<file path="src/rtl/multicycle_controller_if.sv">
// Bus between the multicycle controller and its datapath: the opcode from
// the instruction register into the controller, the state code, the illegal
// opcode flag and all datapath selects/enables back out.
// The controller takes the master modport and the datapath (or bench) the slave.
interface multicycle_controller_if;
  logic [5:0] op;
  logic [3:0] state;
  logic       illegal_op;
  logic       IorD;
  logic       ALUSrcA;
  logic       RegDst;
  logic       MemtoReg;
  logic [1:0] ALUSrcB;
  logic [1:0] PCSrc;
  logic [1:0] ALUOp;
  logic       IRWrite;
  logic       PCWrite;
  logic       Branch;
  logic       MemWrite;
  logic       RegWrite;

  modport master (
    input  op,
    output state, illegal_op,
    output IorD, ALUSrcA, RegDst, MemtoReg,
    output ALUSrcB, PCSrc, ALUOp,
    output IRWrite, PCWrite, Branch, MemWrite, RegWrite
  );

  modport slave (
    output op,
    input  state, illegal_op,
    input  IorD, ALUSrcA, RegDst, MemtoReg,
    input  ALUSrcB, PCSrc, ALUOp,
    input  IRWrite, PCWrite, Branch, MemWrite, RegWrite
  );
endinterface

</file>
<file path="src/rtl/multicycle_controller.sv">
// Moore control FSM for a multicycle MIPS-style datapath.
// FETCH, MEMRD and MEMWR each last MEM_LAT+1 cycles; the write enables of
// FETCH/MEMWR fire only on the last of those cycles so each pulses once per
// visit. All outputs except the state code are forced to 0 while reset is high.
// Build option: define MULTICYCLE_JUMP_EN to add the JUMP state (op 02);
// without it op 02 is decoded as an unsupported opcode.
module multicycle_controller #(
  parameter int unsigned MEM_LAT = 32'd0  // extra memory wait cycles, 0..15
) (
  input  logic                    clk,
  input  logic                    reset,
  multicycle_controller_if.master bus
);

  typedef enum logic [3:0] {
    S_FETCH   = 4'd0,
    S_DECODE  = 4'd1,
    S_MEMADR  = 4'd2,
    S_MEMRD   = 4'd3,
    S_MEMWB   = 4'd4,
    S_MEMWR   = 4'd5,
    S_EXECUTE = 4'd6,
    S_ALUWB   = 4'd7,
    S_BRANCH  = 4'd8,
    S_ADDIEX  = 4'd9,
    S_ADDIWB  = 4'd10
`ifdef MULTICYCLE_JUMP_EN
    , S_JUMP  = 4'd11
`endif
  } state_t;

  localparam logic [5:0] OP_RTYPE = 6'h00;
  localparam logic [5:0] OP_LW    = 6'h23;
  localparam logic [5:0] OP_SW    = 6'h2B;
  localparam logic [5:0] OP_BEQ   = 6'h04;
  localparam logic [5:0] OP_ADDI  = 6'h08;
`ifdef MULTICYCLE_JUMP_EN
  localparam logic [5:0] OP_J     = 6'h02;
`endif

  localparam logic [3:0] LAT_C = 4'(MEM_LAT);

  typedef struct packed {
    logic       illegal_op;
    logic       iord;
    logic       alu_src_a;
    logic       reg_dst;
    logic       mem_to_reg;
    logic [1:0] alu_src_b;
    logic [1:0] pc_src;
    logic [1:0] alu_op;
    logic       ir_write;
    logic       pc_write;
    logic       branch;
    logic       mem_write;
    logic       reg_write;
  } ctl_t;

  state_t     state_q;
  state_t     state_d;
  logic [3:0] cnt_q;
  logic [3:0] cnt_d;
  logic       last_wait_s;
  logic       op_supported_s;
  ctl_t       ctl_s;
  ctl_t       ctl_out_s;

  // Memory-bound states advance only when the wait counter reaches MEM_LAT.
  assign last_wait_s = (cnt_q == LAT_C);

  // Classify the opcode as one the controller can execute.
  always_comb begin
    op_supported_s = 1'b0;
    case (bus.op)
      OP_RTYPE, OP_LW, OP_SW, OP_BEQ, OP_ADDI: op_supported_s = 1'b1;
`ifdef MULTICYCLE_JUMP_EN
      OP_J:                                    op_supported_s = 1'b1;
`endif
      default:                                 op_supported_s = 1'b0;
    endcase
  end

  // State and wait counter; reset returns to FETCH with a cleared count at once.
  always_ff @(posedge clk or posedge reset) begin
    if (reset) begin
      state_q <= S_FETCH;
      cnt_q   <= 4'd0;
    end else begin
      state_q <= state_d;
      cnt_q   <= cnt_d;
    end
  end

  // Next-state and wait-counter logic; unused codes recover to FETCH.
  always_comb begin
    state_d = state_q;
    cnt_d   = 4'd0;
    case (state_q)
      S_FETCH: begin
        if (last_wait_s) begin
          state_d = S_DECODE;
        end else begin
          state_d = S_FETCH;
          cnt_d   = cnt_q + 4'd1;
        end
      end
      S_DECODE: begin
        case (bus.op)
          OP_RTYPE:      state_d = S_EXECUTE;
          OP_LW, OP_SW:  state_d = S_MEMADR;
          OP_BEQ:        state_d = S_BRANCH;
          OP_ADDI:       state_d = S_ADDIEX;
`ifdef MULTICYCLE_JUMP_EN
          OP_J:          state_d = S_JUMP;
`endif
          default:       state_d = S_FETCH;
        endcase
      end
      S_MEMADR: begin
        case (bus.op)
          OP_LW:   state_d = S_MEMRD;
          OP_SW:   state_d = S_MEMWR;
          default: state_d = S_FETCH;
        endcase
      end
      S_MEMRD: begin
        if (last_wait_s) begin
          state_d = S_MEMWB;
        end else begin
          state_d = S_MEMRD;
          cnt_d   = cnt_q + 4'd1;
        end
      end
      S_MEMWR: begin
        if (last_wait_s) begin
          state_d = S_FETCH;
        end else begin
          state_d = S_MEMWR;
          cnt_d   = cnt_q + 4'd1;
        end
      end
      S_EXECUTE: state_d = S_ALUWB;
      S_ADDIEX:  state_d = S_ADDIWB;
      S_MEMWB:   state_d = S_FETCH;
      S_ALUWB:   state_d = S_FETCH;
      S_BRANCH:  state_d = S_FETCH;
      S_ADDIWB:  state_d = S_FETCH;
`ifdef MULTICYCLE_JUMP_EN
      S_JUMP:    state_d = S_FETCH;
`endif
      default:   state_d = S_FETCH;
    endcase
  end

  // Moore output decode; every field not named for a state stays 0.
  always_comb begin
    ctl_s = '0;
    case (state_q)
      S_FETCH: begin
        ctl_s.alu_src_b = 2'b01;
        ctl_s.ir_write  = last_wait_s;
        ctl_s.pc_write  = last_wait_s;
      end
      S_DECODE: begin
        ctl_s.alu_src_b  = 2'b11;
        ctl_s.illegal_op = ~op_supported_s;
      end
      S_MEMADR, S_ADDIEX: begin
        ctl_s.alu_src_a = 1'b1;
        ctl_s.alu_src_b = 2'b10;
      end
      S_MEMRD: begin
        ctl_s.iord = 1'b1;
      end
      S_MEMWR: begin
        ctl_s.iord      = 1'b1;
        ctl_s.mem_write = last_wait_s;
      end
      S_MEMWB: begin
        ctl_s.mem_to_reg = 1'b1;
        ctl_s.reg_write  = 1'b1;
      end
      S_ALUWB: begin
        ctl_s.reg_dst   = 1'b1;
        ctl_s.reg_write = 1'b1;
      end
      S_ADDIWB: begin
        ctl_s.reg_write = 1'b1;
      end
      S_EXECUTE: begin
        ctl_s.alu_src_a = 1'b1;
        ctl_s.alu_op    = 2'b10;
      end
      S_BRANCH: begin
        ctl_s.alu_src_a = 1'b1;
        ctl_s.alu_op    = 2'b01;
        ctl_s.pc_src    = 2'b01;
        ctl_s.branch    = 1'b1;
      end
`ifdef MULTICYCLE_JUMP_EN
      S_JUMP: begin
        ctl_s.pc_src   = 2'b10;
        ctl_s.pc_write = 1'b1;
      end
`endif
      default: ctl_s = '0;
    endcase
  end

  // Hold every datapath control low for as long as reset is asserted.
  always_comb begin
    if (reset) begin
      ctl_out_s = '0;
    end else begin
      ctl_out_s = ctl_s;
    end
  end

  assign bus.state      = state_q;
  assign bus.illegal_op = ctl_out_s.illegal_op;
  assign bus.IorD       = ctl_out_s.iord;
  assign bus.ALUSrcA    = ctl_out_s.alu_src_a;
  assign bus.RegDst     = ctl_out_s.reg_dst;
  assign bus.MemtoReg   = ctl_out_s.mem_to_reg;
  assign bus.ALUSrcB    = ctl_out_s.alu_src_b;
  assign bus.PCSrc      = ctl_out_s.pc_src;
  assign bus.ALUOp      = ctl_out_s.alu_op;
  assign bus.IRWrite    = ctl_out_s.ir_write;
  assign bus.PCWrite    = ctl_out_s.pc_write;
  assign bus.Branch     = ctl_out_s.branch;
  assign bus.MemWrite   = ctl_out_s.mem_write;
  assign bus.RegWrite   = ctl_out_s.reg_write;

endmodule

</file>
<file path="src/flat_wrapper.sv">
// flat-port wrapper written by rule: the top's interface ports become plain ports
module multicycle_controller_flat 
#(
  parameter int unsigned MEM_LAT = 32'd0                                    
)
  (clk, reset, bus_op, bus_state, bus_illegal_op, bus_IorD, bus_ALUSrcA, bus_RegDst, bus_MemtoReg, bus_ALUSrcB, bus_PCSrc, bus_ALUOp, bus_IRWrite, bus_PCWrite, bus_Branch, bus_MemWrite, bus_RegWrite);
  multicycle_controller_if bus_i ();
  input  logic clk;
  input  logic reset;
  input wire logic [$bits(bus_i.op)-1:0] bus_op;
  output wire logic [$bits(bus_i.state)-1:0] bus_state;
  output wire logic [$bits(bus_i.illegal_op)-1:0] bus_illegal_op;
  output wire logic [$bits(bus_i.IorD)-1:0] bus_IorD;
  output wire logic [$bits(bus_i.ALUSrcA)-1:0] bus_ALUSrcA;
  output wire logic [$bits(bus_i.RegDst)-1:0] bus_RegDst;
  output wire logic [$bits(bus_i.MemtoReg)-1:0] bus_MemtoReg;
  output wire logic [$bits(bus_i.ALUSrcB)-1:0] bus_ALUSrcB;
  output wire logic [$bits(bus_i.PCSrc)-1:0] bus_PCSrc;
  output wire logic [$bits(bus_i.ALUOp)-1:0] bus_ALUOp;
  output wire logic [$bits(bus_i.IRWrite)-1:0] bus_IRWrite;
  output wire logic [$bits(bus_i.PCWrite)-1:0] bus_PCWrite;
  output wire logic [$bits(bus_i.Branch)-1:0] bus_Branch;
  output wire logic [$bits(bus_i.MemWrite)-1:0] bus_MemWrite;
  output wire logic [$bits(bus_i.RegWrite)-1:0] bus_RegWrite;
  assign bus_i.op = bus_op;
  assign bus_state = bus_i.state;
  assign bus_illegal_op = bus_i.illegal_op;
  assign bus_IorD = bus_i.IorD;
  assign bus_ALUSrcA = bus_i.ALUSrcA;
  assign bus_RegDst = bus_i.RegDst;
  assign bus_MemtoReg = bus_i.MemtoReg;
  assign bus_ALUSrcB = bus_i.ALUSrcB;
  assign bus_PCSrc = bus_i.PCSrc;
  assign bus_ALUOp = bus_i.ALUOp;
  assign bus_IRWrite = bus_i.IRWrite;
  assign bus_PCWrite = bus_i.PCWrite;
  assign bus_Branch = bus_i.Branch;
  assign bus_MemWrite = bus_i.MemWrite;
  assign bus_RegWrite = bus_i.RegWrite;
  multicycle_controller #(.MEM_LAT(MEM_LAT)) u_core (.clk(clk), .reset(reset), .bus(bus_i));
endmodule
</file>
<file path="config.mk">
export PLATFORM = sky130hd
export DESIGN_NAME = multicycle_controller_flat
export DESIGN_NICKNAME = d
export VERILOG_FILES = /design/src/rtl/multicycle_controller_if.sv /design/src/rtl/multicycle_controller.sv /design/src/flat_wrapper.sv
export SDC_FILE = /design/constraint.sdc
export NUM_CORES = 1
export LEC_CHECK = 0
export BUFFER_PORTS_ARGS = -buffer_cell sky130_fd_sc_hd__buf_2
export CAP_MARGIN = 15
export CORE_MARGIN = 4
export CORE_UTILIZATION = 25
export DETAILED_ROUTE_END_ITERATION = 7
export PLACE_DENSITY = 0.44
export SKIP_CTS_REPAIR_TIMING = 1
export SYNTH_ARGS = -nofsm -noshare
export SYNTH_HDL_FRONTEND = slang
export SYNTH_SLANG_ARGS = --single-unit
</file>
<file path="constraint.sdc">
create_clock -name clk -period 3.4 [get_ports clk]
set_input_delay 0.34 -clock clk [delete_from_list [all_inputs] [get_ports clk]]
set_output_delay 0.34 -clock clk [all_outputs]
set_load 0.02 [all_outputs]
</file>
; ---- Word-level counts from Yosys, hierarchy flattened
; Index checks and enable logic that the tools add are counted.
[word_totals]
reg_bits = 8
inputBits = 8
out_inout_bits = 20
[classes]
addsub = 1
n_eq_ne = 14
muxes = 22
bitwise = 1
n_reduce_logical = 10
[ops]
columns = op, n
row1 = one-hot mux 4 bit (7 select lines), 1
row2 = == test 4 x 3 -> 1 bit (second input constant), 4
row3 = two-way mux 16 bit, 1
row4 = one-hot mux 4 bit (4 select lines), 1
row5 = == test 4 bit (second input constant), 3
row6 = == test 6 bit (second input constant), 2
row7 = two-way mux 1 bit, 11
row8 = == test 4 x 2 -> 1 bit (second input constant), 2
row9 = logical NOT 4 bit, 2
row10 = two-way mux 4 bit, 2
row11 = == test 6 x 3 -> 1 bit (second input constant), 1
row12 = == test 6 x 4 -> 1 bit (second input constant), 1
row13 = logical NOT 6 bit, 1
row14 = two-way mux 3 bit, 2
row15 = one-hot mux 2 bit (3 select lines), 1
row16 = one-hot mux 3 bit (2 select lines), 1
row17 = OR reduction 2 bit, 3
row18 = OR reduction 3 bit, 2
row19 = OR reduction 5 bit, 1
row20 = adder 4 x 1 -> 4 bit (second input constant), 1
row21 = == test 4 x 1 -> 1 bit (second input constant), 1
row22 = one-hot mux 2 bit (2 select lines), 1
row23 = OR reduction 4 bit, 1
row24 = two-way mux 2 bit, 1
row25 = NOT 1 bit, 1

; ---- Longest topological paths before layout
; Gate-level depths: netlist of the first run.
[logic_depth]
word_depth = 6
depth_mapped = 6

; ---- Worst setup path after synthesis of the first run
; Ideal clock, no wire load.
[synth_path]
kind = register to output
startpoint = reg u_core.cnt_q[0]
endpoint = out bus_PCWrite
arrival_time_ns = 2.012
t_required_ns = 3.060
path_slack_ns = 1.048
path_stages_with_launch = 6
n_path_buf = 1
cell_sequence = dfrtp_1 > inv_1 > ha_1 > or3b_1 > nor4_1 > buf_4
[synth_between]
elab_chain_cells = 3
[synth_lines]
columns = element, line_no
row1 = from (decl), multicycle_controller.sv:61  ; logic [3:0] cnt_q;
row2 = from (signal assigned), multicycle_controller.sv:90  ; cnt_q <= cnt_d;
row3 = logical NOT 4 bit, multicycle_controller.sv:69  ; assign last_wait_s = (cnt_q == LAT_C);
row4 = two-way mux 2 bit, multicycle_controller.sv:158  ; case (state_q)
row5 = two-way mux 16 bit, multicycle_controller.sv:212  ; if (reset) begin
row6 = to (decl), flat_wrapper.sv:21  ; output wire logic [$bits(bus_i.PCWrite)-1:0] bus_PCWrite;
; Every way passes these cells.

; ---- Worst setup path after layout of the first run
; Ends and elaborated chain as after synthesis.

==> results of run 1 <==
[sequential cells by signal (all words and copies together) (netlist names)]
signal / cells
u_core.bus.state: 4
u_core.cnt_q: 4
[cell type report]
class / instances / area [sq um]
Timing Repair Buffer: 26 / 130
Sequential cell: 8 / 200
Multi-Input combinational cell: 72 / 474
Tap cell: 31 / 38.8
Fill cell: 317 / 1920
Inverter: 4 / 15.0
Clock buffer: 3 / 22.5
[power by group]
group | internal, mW | switching [mW]
clock network | 0.0403 | 0.0306
registers | 0.103 | 0.0442
logic | 0.0679 | 0.103
total | 0.211 | 0.178
[worst paths after layout]
path | depth (start not counted) | slack, ns | end
max in group asynchronous | 2 | 3.03 | u_core.bus.state[3]$_DFF_PP0_
worst max-delay path | 5 | 1.27 | bus_PCWrite
worst min-delay path | 2 | 0.11 | u_core.bus.state[0]$_DFF_PP0_
worst min register to register | 1 | 0.50 | u_core.cnt_q[0]$_DFF_PP0_
worst max register to register | 6 | 1.82 | u_core.bus.state[0]$_DFF_PP0_
min in group clk | 1 | 0.50 | u_core.cnt_q[0]$_DFF_PP0_
[worst max-delay path, stage by stage (launching register included)]
cell,delay (ns)
dfrtp_1,0.40
inv_1,0.07
ha_1,0.14
or3b_1,0.41
nor4_1,0.29
buf_2,0.22
[cells in the mapped netlist (3+ instances only)]
master,number,share of area (%)
a21oi_1,4,2.7
buf_2,3,2.0
buf_4,5,5.0
dfrtp_1,8,27
inv_1,4,2.0
nand2_1,3,1.5
nand2b_1,8,6.7
nand3_1,5,3.4
nand3b_1,3,3.0
nor2_1,8,4.0
nor3_1,7,4.7
nor4_1,4,3.4
o21ai_1,4,2.7
[metrics by stage]
stage | cells | instance area (sq um) | setup slack, ns | hold WS (ns)
final | 144 | 881 | 1.27 | 0.110
after global routing | 144 | 881 | 1.07 | 0.144
after CTS | 144 | 881 | 1.23 | 0.110
after detailed placement | 141 | 858 | 1.52 | 0.386
after global placement | 141 | 858 | 1.57 | 0.391
after floorplan | 93 | 746 | 1.05 | 0.172
[logic make-up after synthesis]
logic type / after synthesis / share of synthesized area [%]
simple gates: 47 / 39.4
compound gates: 17 / 14.3
buf+inv: 13 / 9.56
mux: 1 / 1.34
fa+ha+maj: 2 / 3.36
flops: 8 / 26.8
xor+xnor: 4 / 4.70
other cells: 1 / 0.503
[routing by layer]
metal | track usage, % | part of all wire, %
met3 | 3.96 | 6.6
met4 | 2.48 | 0.70
met5 | 0 | 0
met2 | 15.8 | 44
met1 | 12.6 | 48
==> results.sh, run 1 <==
export IMPL_clk_pin_slew_ns=0.05
export IMPL_antenna_left=0
export IMPL_post_route_util_pct=31.4
export IMPL_wirelength_mm=1.85
export IMPL_crit_path_max_fanout=4
export IMPL_overflow=0
export IMPL_p_leak_nw=0.412
export IMPL_setup_tns_ns=0
export IMPL_drc=0
export IMPL_drv_cap=0
export IMPL_synthFlopType="dfrtp_1"
export IMPL_synth_yosys_seq_area_share_pct=26.8
export IMPL_num_vias=743
export IMPL_cp_start_kind="register"
export IMPL_final_cell_mix="buf_2, nand2b_1, nor2_1, dfrtp_1, nor3_1"
export IMPL_min_period_ns=2.13
export IMPL_synth_edf_count=0
export IMPL_path_class="reg -> out"
export IMPL_post_dp_hpwl_mm=1.44
export IMPL_cts_made_buffers=3
export IMPL_tightest_slew_ns=0.619
export IMPL_fp_coreArea_sq_um=2810
export IMPL_drive_gt1_share_pct=30.1
export IMPL_gp_congestion=0.827
export IMPL_worst_setup_path_end_kind="output pin"
export IMPL_nNetsFinal=125
export IMPL_yosysWarnings=0
export IMPL_dieArea_sq_um=3920
export IMPL_insertedDiodeCount=0
export IMPL_hold_viol=0
export IMPL_io_buffers=26
export IMPL_grt_first_pass_wirelength_mm=3.22
export IMPL_status="finished clean"
export IMPL_hold_class="in -> async"
export IMPL_startpoint="u_core.cnt_q[0]$_DFF_PP0_"
export IMPL_postSynthCellCount=93
export IMPL_ios=28
export IMPL_async_reset_ff_share_pct=100
export IMPL_synthToLayoutAreaGrowth_pct=18.1
export IMPL_initial_utilization_pct=26.6
export IMPL_clkLatencyLatePin_ns=0.25
export IMPL_grtUsageTotal_pct=9.99
export IMPL_fmaxAchievable_mhz=469
export IMPL_firstDrtPassIters=2
export IMPL_cts_buffer_depth=2
export IMPL_power_mw=0.389
export IMPL_grt_max_degree=21
export IMPL_syn_avg_cell_area_sq_um=8.02
export IMPL_grt_pass1_vias=717
export IMPL_num_rows=19
export IMPL_grt_antenna_before_repair=0
export IMPL_max_vdd_ir_drop_mv=0.165
export IMPL_critical_path_required_ns=3.06
export IMPL_ys_types=35
export IMPL_wl_per_cell_um=12.8
export IMPL_root_buffer="clkbuf_4"
export IMPL_synth_seq_cells=8
export IMPL_period_share_pct=62.7
export IMPL_skew_ns=0.00192
export IMPL_p_per_area_nw_per_um2=442
export IMPL_first_iter_violations=26
export IMPL_vias_per_cell=5.16
export IMPL_htree_num_levels=1
export IMPL_r2r_start="u_core.cnt_q[0]$_DFF_PP0_"
export IMPL_cts_sinks=8
export IMPL_die_y_um=62.6
export IMPL_synth_area_sq_um=746
export IMPL_syn_num_nets=103
export IMPL_slew_violations=0
export IMPL_maxSlewHeadroom_pct=58.7
export IMPL_cts_tree="yes"
export IMPL_setup_viol=0
export IMPL_worst_endpoint_arrival_ns=1.79
export IMPL_final_common_cell="buf_2"
export IMPL_rsz0062_at_grt="false"
export IMPL_die_w_um=62.6
Note: power is estimated with default switching activity, not from simulation.
==> inputs of run 2 (changes only) <==
ABC_AREA = 1   (was not set)
PLACE_DENSITY = 0.46   (was 0.44)
clock period = 1.9 ns   (was 3.4 ns; I/O delays follow)
==> run 2 against run 1 <==
Net effect: combinational power increased by 87%; sequential cell count is the same; critical path depth increased by 1; sequential power up 38%; clock skew grew 0.0028 ns; global-route usage grew 0.57 points; non-clock buffer count up 1; routed wire length shrank 3.4%; first-iteration DRC count is 15% lower; setup slack got worse by 1.1 ns; critical endpoint is now bus_illegal_op; largest cell class unchanged; largest power group unchanged.
==> results.sh, run 2 <==
export IMPL_min_period_ns=1.69
export IMPL_synthToLayoutAreaGrowth_pct=24.0
export IMPL_ys_types=22
export IMPL_grtUsageTotal_pct=10.6
export IMPL_cp_start_kind="register"
export IMPL_critical_path_required_ns=1.71
export IMPL_num_rows=19
export IMPL_synth_area_sq_um=721
export IMPL_power_mw=0.655
export IMPL_skew_ns=0.00475
export IMPL_htree_num_levels=1
export IMPL_wl_per_cell_um=10.1
export IMPL_ios=28
export IMPL_final_cell_mix="nor2_1, buf_2, nand2_1"
export IMPL_vias_per_cell=4.40
export IMPL_drv_cap=0
export IMPL_cts_buffer_depth=2
export IMPL_grt_antenna_before_repair=0
export IMPL_syn_avg_cell_area_sq_um=6.06
export IMPL_ys_top_cells_by_area="dfrtp_1, nor2_1, nand2_1"
export IMPL_cts_made_buffers=3
export IMPL_fmaxAchievable_mhz=591
export IMPL_firstDrtPassIters=4
export IMPL_postSynthCellCount=119
export IMPL_async_reset_ff_share_pct=100
export IMPL_path_class="reg -> out"
export IMPL_period_share_pct=89.0
export IMPL_syn_num_nets=129
export IMPL_die_y_um=61.7
export IMPL_initial_utilization_pct=26.1
export IMPL_crit_path_max_fanout=5
export IMPL_wirelength_mm=1.78
export IMPL_die_w_um=61.7
export IMPL_clkLatencyLatePin_ns=0.25
export IMPL_drive_gt1_share_pct=28.3
export IMPL_grt_first_pass_wirelength_mm=3.02
export IMPL_cts_sinks=8
export IMPL_synth_seq_cells=8
export IMPL_worst_setup_path_end_kind="output pin"
export IMPL_synth_most_common_cell="nor2_1"
export IMPL_synthFlopType="dfrtp_1"
export IMPL_p_leak_nw=0.568
export IMPL_grt_pass1_vias=709
export IMPL_dieArea_sq_um=3810
export IMPL_nFillCells=301
export IMPL_setup_tns_ns=0
export IMPL_clk_pin_slew_ns=0.06
export IMPL_gp_congestion=0.854
export IMPL_first_iter_violations=22
export IMPL_drc=0
export IMPL_status="finished clean"
export IMPL_synthTopCellsByCount="nor2_1, nand2_1, inv_1"
export IMPL_hold_viol=0
export IMPL_synth_yosys_seq_area_share_pct=27.8
export IMPL_overflow=0
export IMPL_worst_endpoint_arrival_ns=1.50
export IMPL_io_buffers=26
export IMPL_yosysTopAreaCell="dfrtp_1"
export IMPL_p_per_area_nw_per_um2=734
export IMPL_setup_viol=0
export IMPL_slew_violations=0
export IMPL_nNetsFinal=157
export IMPL_rsz0062_at_grt="false"
export IMPL_post_dp_hpwl_mm=1.54
export IMPL_synth_top_area_share_pct=27.8
export IMPL_yosysWarnings=0
export IMPL_num_vias=775
export IMPL_grt_max_degree=14
export IMPL_cts_tree="yes"
export IMPL_root_buffer="clkbuf_4"
export IMPL_insertedDiodeCount=0
export IMPL_hold_class="in -> async"
export IMPL_synth_edf_count=0
export IMPL_fp_coreArea_sq_um=2760
export IMPL_max_vdd_ir_drop_mv=0.379
export IMPL_holdWs_ns=0.0442
export IMPL_antenna_left=0
==> run 2: through the flow <==
stage	std cells	util [%]	cell area [sq um]	worst slack (ns)
after global routing	176	32.4	893	0.0858
after detailed placement	173	31.6	871	0.477
after CTS	176	32.4	893	0.186
after global placement	173	31.6	871	0.459
final	176	32.4	893	0.208
after floorplan	119	-	721	0.132
==> run 2: final cells by class <==
class / count / area (sq um) / share of cell area [%]
Inverter: 20 / 75.1 / 8.40
Sequential cell: 8 / 200 / 22.4
Clock buffer: 3 / 22.5 / 2.52
Multi-Input combinational cell: 87 / 419 / 46.9
Tap cell: 31 / 38.8 / 4.34
Timing Repair Buffer: 27 / 138 / 15.4
==> run 2: worst paths after layout <==
check	from	endpoint	slack [ns]	cells past startpoint
max	u_core.bus.state[2]$_DFF_PP0_	bus_illegal_op	0.21	6
min	reset	u_core.bus.state[3]$_DFF_PP0_	0.04	3
max reg2reg	u_core.cnt_q[0]$_DFF_PP0_	u_core.bus.state[2]$_DFF_PP0_	0.66	7
min reg2reg	u_core.cnt_q[3]$_DFF_PP0_	u_core.cnt_q[3]$_DFF_PP0_	0.55	3
max in group asynchronous	reset	u_core.cnt_q[2]$_DFF_PP0_	1.72	3
min in group clk	bus_op[3]	u_core.bus.state[2]$_DFF_PP0_	0.32	4
==> run 2: report_power, final <==
part / switching [mW] / internal [mW]
logic: 0.222 / 0.0980
clock network: 0.0598 / 0.0724
registers: 0.0171 / 0.186
total: 0.299 / 0.356
==> run 2: per-layer routing <==
metal	GRT usage (%)	up-vias	wire length, um	part of all wire (%)
met3	0.826	2	111	6.2
li1	-	410	-	-
met5	0	-	0	0
met2	16.0	24	837	47
met1	15.0	339	807	45
met4	5.45	0	27	1.5
==> run 2: worst max-delay path, cell delays in order, from the launching register on <==
cell	delay (ns)
dfrtp_1	0.43
nor2_2	0.26
nand2_1	0.11
inv_1	0.10
nand3_1	0.08
nor2_1	0.09
buf_2	0.17
==> run 2: kinds of logic (layout without fill, tap and decap cells) <==
| logic type | count (synthesis) | in the layout | synth area share [%] |
|---|---|---|---|
| adders and majority gates | 2 | 2 | 3.47 |
| xor gates and xnor gates | 2 | 2 | 2.43 |
| AOI/OAI and AO/OA | 9 | 9 | 6.77 |
| other | 1 | 1 | 0.520 |
| buffers and inverters | 24 | 50 | 14.1 |
| DFF | 8 | 8 | 27.8 |
| and+or+nand+nor | 73 | 73 | 45.0 |
